### src/rtl/cpu_pkg.sv
// Shared CPU observation types: the commit record seen by the tracer and the
// trace record/frame definitions used by commit_tracer.
package cpu_pkg;

    typedef struct packed {
        logic        valid;
        logic [15:0] pc;
        logic [15:0] instr;
        logic        rd_we;
        logic [2:0]  rd_addr;
        logic [15:0] rd_data;
    } commit_t;

    localparam logic [3:0] TRACE_SYNC = 4'hA;

    typedef struct packed {
        logic        ovf;
        logic [6:0]  seq;
        logic        rd_we;
        logic [2:0]  rd_addr;
        logic [15:0] pc;
        logic [15:0] instr;
        logic [15:0] rd_data;
    } trace_rec_t;

    typedef enum logic [2:0] {IDLE, HDR, PC, INSTR, DATA} trace_state_t;

    function automatic logic [15:0] trace_header(input trace_rec_t rec);
        return {TRACE_SYNC, rec.ovf, rec.rd_we, rec.rd_addr, rec.seq};
    endfunction

endpackage

### src/rtl/trace_fifo.sv
// Synchronous first-word-fall-through FIFO; read data is the head entry
// whenever the FIFO is not empty. Push while full / pop while empty are ignored.
module trace_fifo #(
    parameter int unsigned WIDTH = 60,
    parameter int unsigned DEPTH = 8,
    localparam int unsigned AW   = $clog2(DEPTH)
) (
    input  logic             i_clk,
    input  logic             i_rst,
    input  logic             i_push,
    input  logic [WIDTH-1:0] i_wdata,
    input  logic             i_pop,
    output logic [WIDTH-1:0] o_rdata,
    output logic             o_full,
    output logic             o_empty,
    output logic [AW:0]      o_level
);

    localparam logic [AW:0] FULL_LVL = (AW+1)'(DEPTH);

    logic [WIDTH-1:0] r_mem [DEPTH];
    logic [AW-1:0]    r_wr_ptr;
    logic [AW-1:0]    r_rd_ptr;
    logic [AW:0]      r_level;
    logic             w_wr;
    logic             w_rd;

    assign o_full  = (r_level == FULL_LVL);
    assign o_empty = (r_level == '0);
    assign o_level = r_level;
    assign o_rdata = r_mem[r_rd_ptr];
    assign w_wr    = i_push && !o_full;
    assign w_rd    = i_pop && !o_empty;

    always_ff @(posedge i_clk) begin
        if (w_wr) begin
            r_mem[r_wr_ptr] <= i_wdata;
        end
    end

    always_ff @(posedge i_clk) begin
        if (i_rst) begin
            r_wr_ptr <= '0;
            r_rd_ptr <= '0;
            r_level  <= '0;
        end else begin
            if (w_wr) r_wr_ptr <= r_wr_ptr + 1'b1;
            if (w_rd) r_rd_ptr <= r_rd_ptr + 1'b1;
            case ({w_wr, w_rd})
                2'b10:   r_level <= r_level + 1'b1;
                2'b01:   r_level <= r_level - 1'b1;
                default: r_level <= r_level;
            endcase
        end
    end

endmodule

### src/rtl/commit_tracer.sv
// Captures CPU commit records into a FIFO and serializes each as a 4-word
// 16-bit frame (header, pc, instr, rd_data) on a valid/ready stream.
module commit_tracer
    import cpu_pkg::*;
#(
    parameter int unsigned DEPTH = 8,
    parameter int unsigned CNT_W = 8,
    localparam int unsigned LW   = $clog2(DEPTH) + 1
) (
    input  logic             clk,
    input  logic             rst,
    input  commit_t          commit,
    input  logic             trace_en,
    output logic             out_valid,
    output logic [15:0]      out_data,
    input  logic             out_ready,
    output logic [CNT_W-1:0] drop_cnt,
    output logic [LW-1:0]    fifo_level
);

    trace_state_t     r_state;
    trace_state_t     w_next;
    trace_rec_t       r_hold;
    trace_rec_t       w_rec;
    trace_rec_t       w_rdata;
    logic [6:0]       r_seq;
    logic             r_ovf_pending;
    logic [CNT_W-1:0] r_drop_cnt;
    logic             w_obs;
    logic             w_push;
    logic             w_drop;
    logic             w_pop;
    logic             w_adv;
    logic             w_full;
    logic             w_empty;

    assign w_obs  = commit.valid && trace_en;
    assign w_push = w_obs && !w_full;
    assign w_drop = w_obs && w_full;
    assign w_adv  = out_valid && out_ready;
    assign w_pop  = ((r_state == IDLE) || ((r_state == DATA) && w_adv)) && !w_empty;

    assign out_valid = (r_state != IDLE);
    assign drop_cnt  = r_drop_cnt;

    always_comb begin
        w_rec         = '0;
        w_rec.ovf     = r_ovf_pending;
        w_rec.seq     = r_seq;
        w_rec.rd_we   = commit.rd_we;
        w_rec.rd_addr = commit.rd_addr;
        w_rec.pc      = commit.pc;
        w_rec.instr   = commit.instr;
        w_rec.rd_data = commit.rd_data;
    end

    trace_fifo #(
        .WIDTH ($bits(trace_rec_t)),
        .DEPTH (DEPTH)
    ) u_fifo (
        .i_clk   (clk),
        .i_rst   (rst),
        .i_push  (w_push),
        .i_wdata (w_rec),
        .i_pop   (w_pop),
        .o_rdata (w_rdata),
        .o_full  (w_full),
        .o_empty (w_empty),
        .o_level (fifo_level)
    );

    // A drop always wins over the clear so the next pushed record reports it.
    always_ff @(posedge clk) begin
        if (rst) begin
            r_seq         <= '0;
            r_ovf_pending <= 1'b0;
            r_drop_cnt    <= '0;
        end else begin
            if (w_obs) r_seq <= r_seq + 1'b1;
            if (w_drop) begin
                r_ovf_pending <= 1'b1;
                if (r_drop_cnt != '1) r_drop_cnt <= r_drop_cnt + 1'b1;
            end else if (w_push) begin
                r_ovf_pending <= 1'b0;
            end
        end
    end

    always_comb begin
        w_next = r_state;
        unique case (r_state)
            IDLE:    if (!w_empty) w_next = HDR;
            HDR:     if (w_adv) w_next = PC;
            PC:      if (w_adv) w_next = INSTR;
            INSTR:   if (w_adv) w_next = DATA;
            DATA:    if (w_adv) w_next = w_empty ? IDLE : HDR;
            default: w_next = IDLE;
        endcase
    end

    always_ff @(posedge clk) begin
        if (rst) begin
            r_state <= IDLE;
            r_hold  <= '0;
        end else begin
            r_state <= w_next;
            if (w_pop) r_hold <= w_rdata;
        end
    end

    always_comb begin
        out_data = '0;
        unique case (r_state)
            HDR:     out_data = trace_header(r_hold);
            PC:      out_data = r_hold.pc;
            INSTR:   out_data = r_hold.instr;
            DATA:    out_data = r_hold.rd_data;
            default: out_data = '0;
        endcase
    end

endmodule

### config.mk
export PLATFORM = sky130hd
export DESIGN_NAME = commit_tracer
export DESIGN_NICKNAME = d
export VERILOG_FILES = /design/src/rtl/cpu_pkg.sv /design/src/rtl/trace_fifo.sv /design/src/rtl/commit_tracer.sv
export SDC_FILE = /design/constraint.sdc
export NUM_CORES = 1
export LEC_CHECK = 0
export ABC_AREA = 0
export CAP_MARGIN = 20
export CORE_MARGIN = 2
export CORE_UTILIZATION = 55
export DETAILED_ROUTE_END_ITERATION = 12
export PLACE_DENSITY = 0.82
export REMOVE_ABC_BUFFERS = 1
export SLEW_MARGIN = 20
export SYNTH_ARGS = -nofsm -noshare
export SYNTH_HDL_FRONTEND = slang
export SYNTH_HIERARCHICAL = 1
export SYNTH_SLANG_ARGS = --single-unit
### constraint.sdc
create_clock -name clk -period 8.92 [get_ports clk]
set_clock_uncertainty 0.2 [all_clocks]
set_input_delay 2.23 -clock clk [delete_from_list [all_inputs] [get_ports clk]]
set_output_delay 2.23 -clock clk [all_outputs]
set_load 0.05 [all_outputs]
==> key figures <==
Clock tree
  – H-Tree Depth: 2
  – Root Driver: clkbuf_16
  – # Post-CTS Setup Buffers: 0
  – CTS Buf Count: 52
  – Skew-Pair Late Insertion Delay: 0.57 ns
  – CTS Hold Bufs: 0
  – CTS clk-pin slew, worst paths: 0.06 ns
  – Sink Count: 572
  – CTS tree: yes
  – CTS Buffer Depth: 3
  – # resized after CTS: 0

Logic synthesis
  – Synth top area share: 63.9%
  – Post-synthesis sequential area ratio: 72.0%
  – Ys async rst share: 0%
  – Main area contributors after synthesis: edfxtp_1 64%, mux4_2 10%, dfxtp_1 8.2%
  – Synthesis Warnings: 6
  – Yosys reg bits: 572
  – Biggest area consumer among synthesized cells: edfxtp_1
  – List of most frequent post-synthesis cells: 480 x edfxtp_1, 100 x mux4_2, 92 x dfxtp_1
  – Gate Count Post-Synth: 1224
  – Prevailing post-synth register cell: edfxtp_1
  – Syn_area_per_cell: 18.4 um2
  – Number of flops mapped to enable cells by yosys: 480
  – Cell with the most instances after synthesis: edfxtp_1
  – Synth unique cells: 53
  – Mapped Area: 22600 um2

Placed design
  – IO Port Bufs: 85
  – Placed Area: 23800 um2
  – Pre-CTS setup slack: 3.44 ns
  – GP Congestion: 0.763
  – Post-DP HPWL: 24.4 mm

Pwr
  – Sw Share: 26.3%
  – Internal: 4810 uW
  – Clock power frac: 32.9%
  – Peak supply drop: 224 uV
  – Sequential share of power: 48.9%
  – Combinational share of power: 18.2%
  – NetSw: 1720 uW
  – Power density cells: 256 nW/um2
  – Leakage: 0.00781 uW

Die
  – Initial Util: 55.5%
  – Num rows: 74
  – Ports: 86
  – DIE WIDTH: 207 um
  – Die ar.: 42700 um2
  – Core area: 40600 um2
  – Die Ht: 207 um

STA
  – Final period utilization: 62.8%
  – Minimum clock period after layout: 5.60 ns
  – Final worst setup slack: 3.32 ns
  – Final hold viol count: 0
  – RSZ-0062 raised after global routing: no
  – Final hold slack: 0.280 ns
  – Fmax: 179 MHz
  – Slew @ Worst Pin: 1.10 ns
  – Final setup TNS: 0 ns
  – Rel. slew slack: 26.8%
  – Final setup viols: 0
  – Final Max Slew Viols: 0

Finish
  – Layout area overhead: 12.8%
  – Final core occ: 62.6%
  – Nets: 1368
  – Share of layout cells above drive strength 1: 22.1%
  – FILL cells: 2612
  – Final Cell Area: 25500 um2

Global routing
  – First-pass GRT wire length: 69.7 mm
  – GRT Overall Usage: 21.9%
  – Initial antenna violation count: 3
  – GRT overflow: 0
  – Largest net degree at the start of global routing: 98
  – Vias in the first global route: 11900

Worst setup path
  – Setup Crit Path Kind: reg -> out
  – Crit end category: output port
  – WP data arrival: 3.17 ns
  – Startpoint class of the critical path: register
  – Worst EP required: 6.49 ns
  – Critical Path Fanout Max: 22

Detailed routing
  – Routed WL: 45.6 mm
  – DRC Markers: 0
  – Pre-antenna DRT Iters: 8
  – DR vias: 11700
  – Vias/cell: 6.22
  – Antenna-violating nets left: 0
  – Drt wl/cell: 24.2 um
  – DRT iter0 DRCs: 1095

Min path
  – Hold WC Path Type: reg -> reg

Run
  – Max_cap viols: 0

Run status
  – Outcome: complete, no violations
## registers in the layout, indices dropped and copies added, names as in the netlist, named ones only
name,count
u_fifo/r_wr_ptr,3
r_state,3
u_fifo/r_rd_ptr,3
r_ovf_pending,1
u_fifo/o_level,4
r_hold,60
r_seq,7
drop_cnt,8
u_fifo/r_mem,480
## cell usage in the layout (no fill, tap or decap), drive strengths merged, types with 3 or more instances in the layout
cell type	n
nor2	22
mux4	120
o21ai	80
ha	7
nand4	4
clkinv	16
nor2b	5
a21oi	72
xor2	9
or3	5
dfxtp	92
buf	25
nand2b	9
edfxtp	480
nor4	3
mux2i	5
nor3b	4
clkbuf	75
nand3	68
nand2	30
mux2	78
a22oi	14
nor3	9
clkdlybuf4s50	84
inv	5
## per-stage QoR
stage,power [uW],cells
final,6520,1880
after global routing,6750,1880
after CTS,6550,1878
after detailed placement,4410,1782
after global placement,4370,1781
after floorplan,4090,1141
## cell type report
class                           count  area (um2)  area share, %
Multi-Input combinational cell    565        5810           22.8
Timing Repair Buffer              109        1040           4.09
Clock inverter                     21         154          0.605
Inverter                            4        15.0         0.0590
Antenna cell                        2        5.00         0.0197
Clock buffer                       75        1500           5.90
Tap cell                          532         666           2.61
Sequential cell                   572       16300           63.9
## logic make-up (layout without fill, tap and decap cells)
family          count (synthesis)  after routing  share of synthesized area (%)
mux                           203            203                           16.4
xor+xnor                       10             10                          0.388
simple gates                  167            167                           3.89
other cells                     0              2                              0
flops                         572            572                           72.0
buf+inv                        87            209                           2.51
fa+ha+maj                       7              7                          0.388
compound gates                178            178                           4.37
## routing by layer
metal | wire length (um) | vias up | track usage, %
li1 | - | 5106 | -
met5 | 11 | - | 0
met2 | 23200 | 445 | 37.0
met1 | 18100 | 6041 | 28.8
met3 | 2950 | 98 | 3.52
met4 | 1310 | 2 | 8.16
## final timing paths
| kind | from | to | slack [ns] | cells past startpoint |
|---|---|---|---|---|
| hold / removal | r_hold[38]$_SDFFE_PP0P_ | r_hold[38]$_SDFFE_PP0P_ | 0.28 | 2 |
| hold reg to reg | r_hold[38]$_SDFFE_PP0P_ | r_hold[38]$_SDFFE_PP0P_ | 0.28 | 2 |
| setup reg to reg | u_fifo/o_level[1]$_SDFFE_PP0P_ | u_fifo/o_level[3]$_SDFFE_PP0P_ | 5.47 | 9 |
| setup / recovery | r_state[2]$_SDFFE_PP0P_ | out_data[3] | 3.32 | 5 |
## power groups by stage
| stage | Combinational [uW] | Sequential (uW) | Clock, uW |
|---|---|---|---|
| after floorplan | 797 | 3290 | 0 |
| after global routing | 1280 | 3210 | 2270 |
| after global placement | 1140 | 3230 | 0 |
| final | 1190 | 3190 | 2150 |
| after detailed placement | 1170 | 3240 | 0 |
| after CTS | 1190 | 3190 | 2170 |
## critical path, stage by stage, from the launching register on
cell	delay, ns
dfxtp_1	0.30
buf_4	0.28
nor3b_4	0.81
nand2_1	0.12
o21ai_0	0.19
clkdlybuf4s50_1	0.88
No activity file was read; power rests on OpenSTA's default activity.
